<file path="config.mk">
export PLATFORM = sky130hd
export DESIGN_NAME = fetch_unit_flat
export DESIGN_NICKNAME = d
export VERILOG_FILES = /design/src/rtl/fetch_unit_if.sv /design/src/rtl/fetch_unit.sv /design/src/flat_wrapper.sv
export SDC_FILE = /design/constraint.sdc
export NUM_CORES = 1
export LEC_CHECK = 0
export ABC_AREA = 0
export BUFFER_PORTS_ARGS = -buffer_cell sky130_fd_sc_hd__buf_4
export CORE_UTILIZATION = 50
export DETAILED_ROUTE_END_ITERATION = 6
export PLACE_DENSITY = 0.76
export RECOVER_POWER = 25
export SYNTH_ARGS = -nofsm -noshare
export SYNTH_HDL_FRONTEND = slang
export SYNTH_SLANG_ARGS = --single-unit
</file>
<file path="constraint.sdc">
create_clock -name clk -period 7.05 [get_ports clk]
set_input_delay 0.3525 -clock clk [delete_from_list [all_inputs] [get_ports clk]]
set_output_delay 0.3525 -clock clk [all_outputs]
set_load 0.01 [all_outputs]
</file>
<file path="src/rtl/fetch_unit_if.sv">
// Fetch-stage bundle: PC/IR outputs toward imem and decode, redirect inputs from decode.
// FETCH_PERF_CNT_EN adds the fetch/redirect counter outputs.
interface fetch_if;
    logic [31:0] pc_o;
    logic [31:0] instr_i;
    logic        stall_i;
    logic        branch_taken_i;
    logic [31:0] branch_offset_i;
    logic        jump_i;
    logic [25:0] jump_target_i;
    logic        jr_i;
    logic [31:0] jr_addr_i;
    logic [31:0] instr_o;
    logic [31:0] ir_pc_o;
    logic        instr_valid_o;
    logic        halted_o;
`ifdef FETCH_PERF_CNT_EN
    logic [31:0] fetch_cnt_o;
    logic [31:0] redirect_cnt_o;

    modport master (
        output pc_o, instr_o, ir_pc_o, instr_valid_o, halted_o, fetch_cnt_o, redirect_cnt_o,
        input  instr_i, stall_i, branch_taken_i, branch_offset_i, jump_i, jump_target_i,
               jr_i, jr_addr_i
    );
    modport slave (
        input  pc_o, instr_o, ir_pc_o, instr_valid_o, halted_o, fetch_cnt_o, redirect_cnt_o,
        output instr_i, stall_i, branch_taken_i, branch_offset_i, jump_i, jump_target_i,
               jr_i, jr_addr_i
    );
`else
    modport master (
        output pc_o, instr_o, ir_pc_o, instr_valid_o, halted_o,
        input  instr_i, stall_i, branch_taken_i, branch_offset_i, jump_i, jump_target_i,
               jr_i, jr_addr_i
    );
    modport slave (
        input  pc_o, instr_o, ir_pc_o, instr_valid_o, halted_o,
        output instr_i, stall_i, branch_taken_i, branch_offset_i, jump_i, jump_target_i,
               jr_i, jr_addr_i
    );
`endif
endinterface

</file>
<file path="src/rtl/fetch_unit.sv">
// PC + instruction register feeding decode; resolves jr/jump/branch redirects, halts on bad PC.
// Latency 1 cycle pc_o->instr_o; stall_i freezes PC/IR, each redirect costs one bubble.
// FETCH_PERF_CNT_EN (optional) adds fetch and redirect counters.
module fetch_unit #(
    parameter logic [31:0] RESET_PC   = 32'h0000_0000,
    parameter int          IMEM_DEPTH = 8
) (
    input logic      clk,
    input logic      reset,
    fetch_if.master  fif
);
    localparam logic [32:0] PC_LIMIT = 33'd4 << IMEM_DEPTH;

    typedef enum logic [1:0] {FILL, RUN, HALT} state_t;

    state_t      state;
    logic [31:0] pc;
    logic [31:0] ir;
    logic [31:0] ir_pc;
    logic        valid;
    logic        halted;

    logic [31:0] seq_pc;
    logic [31:0] ir_pc_plus4;
    logic [31:0] next_pc;
    logic        redirect;
    logic        next_bad;
    logic        load_ir;
    logic        take_redirect;

    always_comb begin
        seq_pc      = pc + 32'd4;
        ir_pc_plus4 = ir_pc + 32'd4;
        redirect    = valid && (fif.jr_i || fif.jump_i || fif.branch_taken_i);
        next_pc     = seq_pc;
        if (valid && fif.jr_i)
            next_pc = fif.jr_addr_i;
        else if (valid && fif.jump_i)
            next_pc = {ir_pc_plus4[31:28], fif.jump_target_i, 2'b00};
        else if (valid && fif.branch_taken_i)
            next_pc = ir_pc_plus4 + (fif.branch_offset_i << 2);
        next_bad      = (next_pc[1:0] != 2'b00) || ({1'b0, next_pc} >= PC_LIMIT);
        load_ir       = (state == FILL) ||
                        (state == RUN && !fif.stall_i && !redirect && !next_bad);
        take_redirect = (state == RUN) && !fif.stall_i && redirect && !next_bad;
    end

    always_ff @(posedge clk) begin
        if (reset) begin
            state  <= FILL;
            pc     <= RESET_PC;
            ir     <= 32'h0;
            ir_pc  <= RESET_PC;
            valid  <= 1'b0;
            halted <= 1'b0;
        end else begin
            case (state)
                FILL: begin
                    ir    <= fif.instr_i;
                    ir_pc <= pc;
                    valid <= 1'b1;
                    pc    <= seq_pc;
                    state <= RUN;
                end
                RUN: begin
                    if (!fif.stall_i) begin
                        if (next_bad) begin
                            // PC stays at the last good address so the fault can be inspected
                            valid  <= 1'b0;
                            halted <= 1'b1;
                            state  <= HALT;
                        end else if (redirect) begin
                            pc    <= next_pc;
                            valid <= 1'b0;
                        end else begin
                            ir    <= fif.instr_i;
                            ir_pc <= pc;
                            valid <= 1'b1;
                            pc    <= next_pc;
                        end
                    end
                end
                default: begin
                    valid  <= 1'b0;
                    halted <= 1'b1;
                end
            endcase
        end
    end

    assign fif.pc_o          = pc;
    assign fif.instr_o       = ir;
    assign fif.ir_pc_o       = ir_pc;
    assign fif.instr_valid_o = valid;
    assign fif.halted_o      = halted;

`ifdef FETCH_PERF_CNT_EN
    logic [31:0] fetch_cnt;
    logic [31:0] redirect_cnt;

    always_ff @(posedge clk) begin
        if (reset) begin
            fetch_cnt    <= 32'h0;
            redirect_cnt <= 32'h0;
        end else begin
            if (load_ir)
                fetch_cnt <= fetch_cnt + 32'd1;
            if (take_redirect)
                redirect_cnt <= redirect_cnt + 32'd1;
        end
    end

    assign fif.fetch_cnt_o    = fetch_cnt;
    assign fif.redirect_cnt_o = redirect_cnt;
`else
    logic unused_cnt;
    assign unused_cnt = load_ir ^ take_redirect;
`endif
endmodule

</file>
<file path="src/flat_wrapper.sv">
// flat-port wrapper written by rule: the top's interface ports become plain ports
module fetch_unit_flat 
#(
    parameter logic [31:0] RESET_PC   = 32'h0000_0000,
    parameter int          IMEM_DEPTH = 8
)
  (clk, reset, fif_pc_o, fif_instr_o, fif_ir_pc_o, fif_instr_valid_o, fif_halted_o, fif_instr_i, fif_stall_i, fif_branch_taken_i, fif_branch_offset_i, fif_jump_i, fif_jump_target_i, fif_jr_i, fif_jr_addr_i);
  fetch_if fif_i ();
  input logic clk;
  input logic reset;
  output wire logic [$bits(fif_i.pc_o)-1:0] fif_pc_o;
  output wire logic [$bits(fif_i.instr_o)-1:0] fif_instr_o;
  output wire logic [$bits(fif_i.ir_pc_o)-1:0] fif_ir_pc_o;
  output wire logic [$bits(fif_i.instr_valid_o)-1:0] fif_instr_valid_o;
  output wire logic [$bits(fif_i.halted_o)-1:0] fif_halted_o;
  input wire logic [$bits(fif_i.instr_i)-1:0] fif_instr_i;
  input wire logic [$bits(fif_i.stall_i)-1:0] fif_stall_i;
  input wire logic [$bits(fif_i.branch_taken_i)-1:0] fif_branch_taken_i;
  input wire logic [$bits(fif_i.branch_offset_i)-1:0] fif_branch_offset_i;
  input wire logic [$bits(fif_i.jump_i)-1:0] fif_jump_i;
  input wire logic [$bits(fif_i.jump_target_i)-1:0] fif_jump_target_i;
  input wire logic [$bits(fif_i.jr_i)-1:0] fif_jr_i;
  input wire logic [$bits(fif_i.jr_addr_i)-1:0] fif_jr_addr_i;
  assign fif_pc_o = fif_i.pc_o;
  assign fif_instr_o = fif_i.instr_o;
  assign fif_ir_pc_o = fif_i.ir_pc_o;
  assign fif_instr_valid_o = fif_i.instr_valid_o;
  assign fif_halted_o = fif_i.halted_o;
  assign fif_i.instr_i = fif_instr_i;
  assign fif_i.stall_i = fif_stall_i;
  assign fif_i.branch_taken_i = fif_branch_taken_i;
  assign fif_i.branch_offset_i = fif_branch_offset_i;
  assign fif_i.jump_i = fif_jump_i;
  assign fif_i.jump_target_i = fif_jump_target_i;
  assign fif_i.jr_i = fif_jr_i;
  assign fif_i.jr_addr_i = fif_jr_addr_i;
  fetch_unit #(.RESET_PC(RESET_PC), .IMEM_DEPTH(IMEM_DEPTH)) u_core (.clk(clk), .reset(reset), .fif(fif_i));
endmodule
</file>
==> results by group, run 1 <==
STA
  • RSZ-0062 raised after global routing: false
  • Final Cycle Share: 88.2%
  • Smallest hold slack: around 250 ps
  • Final min period: around 6200 ps
  • # setup viols final: 0
  • Slew margin rel.: about 30%
  • Max Slew Vio Count: 0
  • Layout Skew: about 14 ps
  • Final setup margin: between 800 and 900 ps
  • Setup Total Neg Slack: 0 ps
  • F_max: 161 MHz
  • Final hold violations: 0
  • Worst slew pin tran: about 1000 ps

Route
  • Drt first pass iters: 5
  • Post-route DRC: 0
  • M1 wire length: between 10000 and 15000 um
  • DR iter-0 viols: approximately 1.1k
  • Via/cell ratio: ~6.3
  • Via Count: between 9k and 10k
  • Routed Antenna Nets: 0
  • DRT Wirelength: 33300 um
  • Met2 routed wirelength: roughly 15000 um
  • Met3 WL post-DR: around 3500 um
  • Top routing layer in use: met4
  • Routed len/inst: between 20 and 25 um

CTS
  • Htree depth: 3
  • Number of hold buffers added after CTS: 0
  • Clock buffer depth: 2
  • Clock-pin slew on the worst setup and hold paths: roughly 70 ps
  • Clk_lat worst skew: roughly 350 ps
  • CTS tree: yes
  • Inserted Clock Buffers: 9
  • Post-CTS resize count: 0
  • Clk sink count: 100
  • Postcts setup bufs: 0
  • Root Buffer: clkbuf_16

Floorplan
  • Chip height: 133 um
  • Die X: approximately 130 um
  • Num rows: 47
  • Io pins: roughly 230
  • Core area: ~17000 sq um
  • Initial Util: approximately half
  • Die footprint: 17700 sq um

Critical path
  • Worst setup SP type: register
  • WP data arrival: ~6500 ps
  • Critical Path Slowest Stage Cell: or4_1
  • Largest delay share family, worst path: simple AND/OR/NAND/NOR gates
  • Reg-to-reg endpoint: u_core.fif.instr_o[3]
  • CP cell instances: and4_1, nand3_1, nor3_2, nand2_1, xnor2_1, ha_1, nand2_1, or4_1, a211oi_2, nor3_1, mux2_1, a21oi_1, nand4b_1, or4_1, o21ai_4, buf_4, mux2i_1
  • Worst EP required: approximately 7300 ps
  • Crit Path Max Fanout: 36
  • Crit. End Element: register
  • Reg2reg path depth: 17
  • Reg-to-Reg Start: u_core.fif.ir_pc_o[4]
  • Worst path bufs/invs: 1
  • Crit path kind: reg2reg
  • Crit-path max cell delay: approximately 700 ps
  • R2R Setup Slk: 830 ps

Cells and area
  • Finished layout cell area: ~10000 sq um
  • Layout net count: between 1.5k and 2k
  • Finished Layout Cells: roughly 1.6k
  • Layout area overhead: 20.4%
  • Finished Core Util: 62.0%
  • Layout cells sized above 1: between 15 and 20%
  • # diodes: 0
  • Fillers: around 1.6k

Pwr
  • Pleak: about 4.1 nW
  • Maximum vdd drop: 112 uV
  • Tot Pwr: between 1.5 and 2 mW
  • Pwr dens: about 160 nW/um^2

Yosys
  • Sequential cell area fraction in the yosys report: between 20% and 30%
  • Number of synthesized flops with an enable pin: 0
  • Synth Flop Type: dfxtp_1
  • Async set or reset register ratio after synthesis: 0%
  • Avg Inst Size Synth: 7.29 sq um
  • Area of the mapped netlist: about 8600 sq um
  • Distinct cells, synth: 84
  • Net Count, Synth: roughly 1.3k
  • Synthesis Warnings: 0
  • Post-Syn Instances: 1176
  • Synthesis-stage register bit count: 100

Worst hold path
  • Hold crit path type: in2reg
  • Hold path cells: 3
  • Min-delay src: fif_instr_i[2]
  • Hold EP: u_core.fif.instr_o[2]

Run
  • Max-cap violations: 0

Global route
  • Number of antenna violations at the first check in global routing: 0
  • Largest net degree at the start of global routing: about 110
  • Total grt overflow: 0
  • Total track usage: 37.2%
  • First-pass GRT wire length: slightly above 50000 um
  • Number of global-route vias before repair: 9096

Placement
  • Placed inst area: just over 10000 sq um
  • GPL Wtd Cong: ~1.0
  • PortBufs: 223
  • Pre-CTS WS: slightly below 1000 ps
  • Placed cell count: about 1.6k
  • DPL Wire Length: between 20000 and 30000 um

Outcome
  • Status: finished clean
-- sequential cells by signal, indices dropped and copies added (netlist names) --
name and cells:
u_core.fif.instr_o 32, u_core.fif.ir_pc_o 32, u_core.fif.pc_o 32, u_core.state 2
u_core.fif.halted_o 1, u_core.fif.instr_valid_o 1
-- how the worst max path moves through the flow --
stage                          startpoint                endpoint  slack [ps]  depth (start not counted)
floorplan           u_core.fif.ir_pc_o[4]  u_core.fif.instr_o[10]        2040                         21
global placement    u_core.fif.ir_pc_o[4]  u_core.fif.ir_pc_o[25]        1100                         17
detailed placement  u_core.fif.ir_pc_o[4]  u_core.fif.ir_pc_o[17]         980                         17
CTS                 u_core.fif.ir_pc_o[4]  u_core.fif.instr_o[10]         960                         17
global route        u_core.fif.ir_pc_o[4]  u_core.fif.ir_pc_o[21]         540                         17
finish              u_core.fif.ir_pc_o[4]   u_core.fif.instr_o[3]         830                         17
-- cells in the final DEF, fill, tap and decap left out, types with 8 or more instances in the layout --
cell / Yosys / final
nand2_1: 227 / 227
buf_4: 6 / 186
dfxtp_1: 100 / 100
nor2_1: 82 / 81
o21ai_0: 73 / 73
mux2i_1: 71 / 71
a21oi_1: 58 / 58
clkbuf_1: 54 / 50
nand3_1: 46 / 46
xnor2_1: 40 / 40
ha_1: 36 / 36
o22ai_1: 32 / 32
nor3_1: 27 / 27
nand4_1: 23 / 23
xor2_1: 23 / 23
inv_1: 22 / 22
or3_1: 16 / 16
and4_1: 14 / 14
a31oi_1: 14 / 14
o21a_1: 13 / 13
a21o_1: 12 / 12
a211oi_1: 11 / 11
a22oi_1: 9 / 9
clkbuf_16: 0 / 9
and3_1: 8 / 8
or4_1: 8 / 8
o31ai_1: 8 / 8
-- power breakdown --
part,internal [mW],switching (mW)
Sequential,0.600,0.0479
Combinational,0.207,0.309
Clock,0.244,0.240
-- cell families after synthesis --
logic type / count (synthesis) / synth area share [%]
and+or+nand+nor: 490 / 26.7
AOI/OAI and AO/OA: 308 / 23.9
buffers and inverters: 105 / 5.53
DFF: 100 / 23.3
muxes: 73 / 8.55
xor gates and xnor gates: 63 / 6.44
adders and majority gates: 37 / 5.49
-- tightest hold or removal path, cell delays in order --
cell and delay, ps:
buf_4 110, nand2_1 40, mux2i_1 50
-- area by class of cell --
type	count	area, sq um	area share, %
clock buffers	10	229	2.22
clock inverters	6	46.3	0.448
inverters	24	91.3	0.885
multi-input cells	971	6100	59.1
flip-flops and latches	100	2000	19.4
well taps	220	275	2.67
repair buffers	235	1580	15.3
-- cell usage after synthesis, types with 15 or more instances --
cell type	number	area share (%)
a21oi_1	58	3.4
buf_2	15	0.88
clkbuf_1	54	2.4
dfxtp_1	100	23
ha_1	36	5.3
inv_1	22	0.96
mux2i_1	71	8.3
nand2_1	227	9.9
nand3_1	46	2.7
nand4_1	23	1.7
nor2_1	82	3.6
nor3_1	27	1.6
o21ai_0	73	4.3
o22ai_1	32	2.3
or3_1	16	1.2
xnor2_1	40	4.1
xor2_1	23	2.3
-- layer usage --
metal	track usage (%)	vias up
met3	8.58	83
met1	47.3	4622
met4	16.1	0
met5	0	-
met2	60.0	588
li1	-	4642
Power figures use the tool's default switching activity.
==> run 2: changes to the inputs <==
- CORE_UTILIZATION: 50 -> 40
- HOLD_SLACK_MARGIN: not set -> 0.15
- PLACE_DENSITY: 0.76 -> not set
- RECOVER_POWER: 25 -> not set
==> run 2 against run 1 <==
Compared with the run above:
- core utilization shrank 12 points
- routed wire length grew 3.3%
- die area grew 25%
- design area grew 2.8%
- largest cell class unchanged
==> results by group, run 2 (synthesis results as in run 1) <==
Outcome
  • Status: finished clean

CTS
  • Htree depth: 3 (unchanged)
  • Post-CTS resize count: 0 (unchanged)
  • Inserted Clock Buffers: 9 (unchanged)
  • CTS tree: yes
  • Number of hold buffers added after CTS: 0 (unchanged)
  • Root Buffer: clkbuf_16
  • Clk sink count: 100 (unchanged)
  • Clk_lat worst skew: 360 ps (about the same)
  • Clock buffer depth: 2 (unchanged)
  • Clock-pin slew on the worst setup and hold paths: 80 ps (about the same)
  • Postcts setup bufs: 0 (unchanged)

Route
  • Met3 WL post-DR: 3070 um (-11%)
  • Top routing layer in use: met4
  • M1 wire length: 14700 um (+10%)
  • DRT Wirelength: 34400 um (+3.3%)
  • Drt first pass iters: 7 (+2)
  • Met2 routed wirelength: 15300 um (+1.3%)
  • Routed Antenna Nets: 0 (unchanged)
  • Via/cell ratio: 5.95 (-6.2%)
  • Routed len/inst: 21.2 um (-0.22%)
  • DR iter-0 viols: 739 (-33%)
  • Via Count: 9649 (-2.9%)
  • Post-route DRC: 0 (unchanged)

Floorplan
  • Die X: 148 um (+12%)
  • Core area: 21000 sq um (+26%)
  • Die footprint: 22000 sq um (+25%)
  • Io pins: 226 (unchanged)
  • Initial Util: 40.8% (-11 points)
  • Num rows: 53 (+13%)
  • Chip height: 148 um (+12%)

STA
  • Setup Total Neg Slack: 0 ps (unchanged)
  • Worst slew pin tran: 1050 ps (+3.47 ps)
  • RSZ-0062 raised after global routing: false
  • Final min period: 6050 ps (-171 ps)
  • Final Cycle Share: 85.8% (-2.4 points)
  • Final hold violations: 0 (unchanged)
  • F_max: 165 MHz (+2.8%)
  • Smallest hold slack: 241 ps (-9.07 ps)
  • Slew margin rel.: 29.6% (-0.49 points)
  • Layout Skew: 9.25 ps (-4.96 ps)
  • # setup viols final: 0 (unchanged)
  • Final setup margin: 1000 ps (+171 ps)
  • Max Slew Vio Count: 0 (unchanged)

Global route
  • Number of antenna violations at the first check in global routing: 0 (unchanged)
  • First-pass GRT wire length: 51500 um (+1.6%)
  • Number of global-route vias before repair: 8869 (-2.5%)
  • Total grt overflow: 0 (unchanged)
  • Total track usage: 30.8% (-6.5 points)
  • Largest net degree at the start of global routing: 76 (-32%)

Critical path
  • Worst EP required: 7340 ps (about the same)
  • Crit. End Element: register
  • WP data arrival: 6340 ps (-160 ps)
  • Worst setup SP type: register
  • Crit Path Max Fanout: 58 (+61%)
  • Crit path kind: reg2reg

Pwr
  • Maximum vdd drop: 116 uV (+3.1%)
  • Pwr dens: 160 nW/um^2 (about the same)
  • Pleak: 4.35 nW (+5.1%)

Cells and area
  • Commonest non-fill, non-tap cell in the layout: buf_4
  • Commonest cells after routing, fill and taps aside: buf_4 (234), nand2_1 (227), dfxtp_1 (100)
  • Layout area overhead: 23.8%
  • # diodes: 0 (unchanged)
  • Footprint of the multi-input gates: 6100 sq um (unchanged)
  • Layout net count: 1506 (unchanged)
  • Sequential Area: 2000 sq um (unchanged)
  • Layout cells sized above 1: 20.5% (+3.7 points)
  • Finished Layout Cells: 1621 (+3.5%)
  • Fillers: 2162 (+38%)

Placement
  • DPL Wire Length: 26700 um (+2.2%)
  • Placed cell count: 1605 (+3.5%)
  • PortBufs: 223 (unchanged)
  • GPL Wtd Cong: 0.977 (-4.0%)
  • Pre-CTS WS: 1170 ps (+193 ps)

Worst hold path
  • Hold crit path type: in2reg

Run
  • Max-cap violations: 0 (unchanged)
## run 2: cell types whose count changed in the layout (fill, tap and decap cells not counted), sizes merged
cell,delta
buf,+49
clkbuf,-50
clkinvlp,+1
## run 2: final timing paths
kind / startpoint / endpoint / slack [ps] / cells after the start
worst min register to register: u_core.fif.instr_o[26] / u_core.fif.instr_o[26] / 460 / 2
worst max-delay path: u_core.fif.ir_pc_o[4] / u_core.fif.instr_o[27] / 1000 / 17
worst min-delay path: fif_instr_i[1] / u_core.fif.instr_o[1] / 240 / 3
worst max register to register: u_core.fif.ir_pc_o[4] / u_core.fif.instr_o[27] / 1000 / 17
## run 2: layout make-up
class	count	area share (%)
clock buffer	9	2.12
clock inverter	7	0.672
inverter	24	0.861
multi-input combinational	971	57.5
sequential	100	18.9
tap	275	3.24
timing repair buffer	235	16.7
## run 2: power by group
part / total, mW / switching, mW / internal, mW / leakage [nW]
clock: 0.513 / 0.262 / 0.250 / 0.139
combinational: 0.532 / 0.308 / 0.224 / 3.40
sequential: 0.650 / 0.0500 / 0.600 / 0.816
total: 1.69 / 0.620 / 1.07 / 4.35
## run 2: metal layers
metal / GRT usage [%] / up-vias
li1: - / 4636
met1: 41.2 / 4492
met2: 48.7 / 466
met3: 4.97 / 55
met4: 13.2 / 0
met5: 0 / -
## run 2: worst max-delay path, cell delays in order (launching register included)
cell and delay, ps:
dfxtp_1 460, and4_1 370, nand3_1 190, nor3_2 510, nand2_1 170, xnor2_1 160, ha_1 480, nand2_1 160
or4_1 560, a211oi_2 340, nor3_1 160, mux2_1 370, a21oi_1 270, nand4b_1 180, or4_1 700, o21ai_4 240
buf_12 360, mux2i_1 240
## run 2: stage by stage
step	instance area (sq um)	power, mW	util (%)
after floorplan	8570	0.965	-
after global placement	10300	1.19	49.1
after detailed placement	10300	1.19	49.1
after CTS	10600	1.70	50.5
after global routing	10600	1.77	50.5
final	10600	1.69	50.5
==> run 3: changes to the inputs <==
- PLACE_DENSITY: not set -> 0.66
- clock period: 7.05 -> 5.1 ns (I/O delays scaled with it)
==> run 3 against run 2 <==
Compared with the run above:
- clock power grew 43%
- flip-flop and latch count unchanged
- global-route usage rose by 1.9 points
- hold slack worse by 87 ps
- first-iteration DRC count is 21% higher
- clock skew up 1.5 ps
- via count is 6.1% higher
- largest power group unchanged
==> results by group, run 3 (synthesis results as in run 1) <==
Outcome
  • Status: finished clean

STA
  • Slew margin rel.: 34.0% (+4.4 points)
  • Layout Skew: 10.7 ps (+1.50 ps)
  • Smallest hold slack: 154 ps (-86.9 ps)
  • Final min period: 4930 ps (-1120 ps)
  • Max Slew Vio Count: 0 (unchanged)
  • Final Cycle Share: 96.6% (+11 points)
  • Final setup margin: 171 ps (-831 ps)
  • Worst slew pin tran: 988 ps (-64.7 ps)
  • F_max: 203 MHz (+23%)
  • Final hold violations: 0 (unchanged)
  • # setup viols final: 0 (unchanged)

Route
  • Post-route DRC: 0 (unchanged)
  • Routed Antenna Nets: 0 (unchanged)
  • DR iter-0 viols: 894 (+21%)
  • Routed len/inst: 21.0 um (-0.80%)
  • DRT Wirelength: 36100 um (+5.1%)
  • Via Count: 10.2k (+6.1%)
  • Via/cell ratio: 5.96 (about the same)
  • Drt first pass iters: 5 (-2)

Run
  • Max-cap violations: 0 (unchanged)

Cells and area
  • Commonest non-fill, non-tap cell in the layout: buf_4
  • Fillers: 2013 (-6.9%)
  • # diodes: 0 (unchanged)
  • Layout area overhead: 35.2%
  • Footprint of the multi-input gates: 6190 sq um (+1.4%)
  • Commonest cells after routing, fill and taps aside: buf_4 (298), nand2_1 (227), dfxtp_1 (100)
  • Sequential Area: 2000 sq um (unchanged)
  • Layout cells sized above 1: 25.1% (+4.6 points)
  • Finished Core Util: 55.1% (+4.7 points)
  • Layout net count: 1603 (+6.4%)

Pwr
  • Clock share of power: 29.7% (-0.5 points)
  • Pwr dens: 213 nW/um^2 (+33%)
  • Share of power burned in registers: 36.0% (-2.4 points)
  • Pleak: 4.89 nW (+12%)
  • Maximum vdd drop: 187 uV (+62%)
  • Sw Pwr: 0.905 mW (+46%)
  • Internal power: 1.56 mW (+45%)
  • Comb pwr share: 34.3% (+2.9 points)
  • Sw Ratio: 36.7% (+0.11 points)

Global route
  • Total grt overflow: 0 (unchanged)
  • Total track usage: 32.7% (+1.9 points)
  • Number of global-route vias before repair: 9591 (+8.1%)
  • First-pass GRT wire length: 54800 um (+6.3%)
  • Number of antenna violations at the first check in global routing: 0 (unchanged)
  • Largest net degree at the start of global routing: 74 (-2.6%)

Critical path
  • Reg2reg path depth: 17 (unchanged)
  • Worst setup SP type: register
  • Worst EP required: 5390 ps (-1950 ps)
  • Reg-to-Reg Start: u_core.fif.ir_pc_o[11]
  • Critical Path Slowest Stage Cell: or4_4
  • Crit path kind: reg2reg
  • R2R Setup Slk: 170 ps (-830 ps)
  • Reg-to-reg endpoint: u_core.fif.ir_pc_o[23]
  • Crit-path max cell delay: 600 ps (-100 ps)
  • WP data arrival: 5220 ps (-1120 ps)
  • CP cell instances: and4_1, and3_2, nand3_1, xnor2_1, ha_1, a21oi_1, a21boi_2, o22ai_1, or4_4, a221o_1, a22oi_2, o2111ai_2, or4_4, o21ai_4, buf_12, buf_12, mux2i_2
  • Crit Path Max Fanout: 16 (-72%)
  • Crit. End Element: register

CTS
  • Htree depth: 3 (unchanged)
  • Clk sink count: 100 (unchanged)
  • Inserted Clock Buffers: 9 (unchanged)
  • Clock buffer depth: 2 (unchanged)
  • Clk_lat worst skew: 360 ps (about the same)
  • Root Buffer: clkbuf_16
  • CTS tree: yes
  • Clock-pin slew on the worst setup and hold paths: 90 ps (about the same)

Worst hold path
  • Hold crit path type: in2reg
  • Min-delay src: fif_instr_i[0]
  • Hold path cells: 3 (unchanged)
  • Hold EP: u_core.fif.instr_o[0]

Floorplan
  • Core area: 21000 sq um (unchanged)
  • Io pins: 226 (unchanged)
  • Initial Util: 40.8% (unchanged)
  • Die X: 148 um (unchanged)
  • Num rows: 53 (unchanged)
  • Die footprint: 22000 sq um (unchanged)
  • Chip height: 148 um (unchanged)

Placement
  • PortBufs: 223 (unchanged)
  • DPL Wire Length: 28200 um (+5.4%)
  • Pre-CTS WS: 48.3 ps (-1120 ps)
  • GPL Wtd Cong: 1.02 (+4.6%)
[run 3: changes by cell type in the layout (fill, tap and decap cells not counted), moves of 2 or more]
cell	delta
buf_4	+64
dlygate4sd3_1	+27
buf_12	+3
clkinv_8	+2
clkinvlp_4	-2
mux2i_1	-2
mux2i_2	+2
or4_1	-2
or4_4	+2
[run 3: worst max-delay path by stage]
stage                                 startpoint  slack [ps]                     end
after global placement    u_core.fif.ir_pc_o[11]         110  u_core.fif.ir_pc_o[16]
after floorplan            u_core.fif.ir_pc_o[4]          90  u_core.fif.instr_o[10]
after global routing      u_core.fif.ir_pc_o[11]         -70  u_core.fif.ir_pc_o[31]
final                     u_core.fif.ir_pc_o[11]         170  u_core.fif.ir_pc_o[23]
after CTS                 u_core.fif.ir_pc_o[11]          20   u_core.fif.ir_pc_o[1]
after detailed placement  u_core.fif.ir_pc_o[11]          50  u_core.fif.instr_o[28]
[run 3: per-stage QoR]
step	area (sq um)	power, mW	setup TNS [ps]	std cells
2_1_floorplan	8570	1.33	0	1176
3_3_place_gp	10900	1.69	0	1670
3_5_place_dp	10900	1.69	0	1670
4_1_cts	11400	2.43	0	1713
5_1_grt	11600	2.57	-1780	1718
6_report	11600	2.47	0	1718
[run 3: layer usage]
layer | track usage (%) | vias up | share of wire, %
li1 | - | 4829 | -
met1 | 41.7 | 4817 | 41
met2 | 52.8 | 526 | 45
met3 | 7.91 | 62 | 9.8
met4 | 12.8 | 0 | 3.7
met5 | 0 | - | 0
[run 3: timing repair]
| action | in CTS | in global routing |
|---|---|---|
| hold endpoints to repair | 27 | 0 |
| buffers inserted | 0 | 4 |
| resized for setup | 0 | 21 |
| endpoints found under the setup margin | 0 | 93 |
| hold buffers | 27 | 0 |
[run 3: area by class of cell]
class | count | area share [%]
sequential | 100 | 17.3
inverter | 24 | 0.788
tap | 275 | 2.97
clock buffer | 9 | 1.94
timing repair buffer | 332 | 22.9
clock inverter | 7 | 0.766
multi-input combinational | 971 | 53.4
[run 3: worst max-delay path: cells and delay by family, from the launching register on]
family          cells  cell delay, ps
simple gates        5            1810
flops               1             390
buf+inv             2             350
fa+ha+maj           1             290
xor+xnor            1             230
mux                 1             210
compound gates      7            1560
[run 3: power by group through the flow]
stage | Clock, mW | Sequential [mW] | Combinational, mW
5_1_grt | 0.766 | 0.894 | 0.907
4_1_cts | 0.738 | 0.884 | 0.809
3_3_place_gp | 0 | 0.902 | 0.785
2_1_floorplan | 0 | 0.907 | 0.426
3_5_place_dp | 0 | 0.902 | 0.789
6_report | 0.733 | 0.888 | 0.845
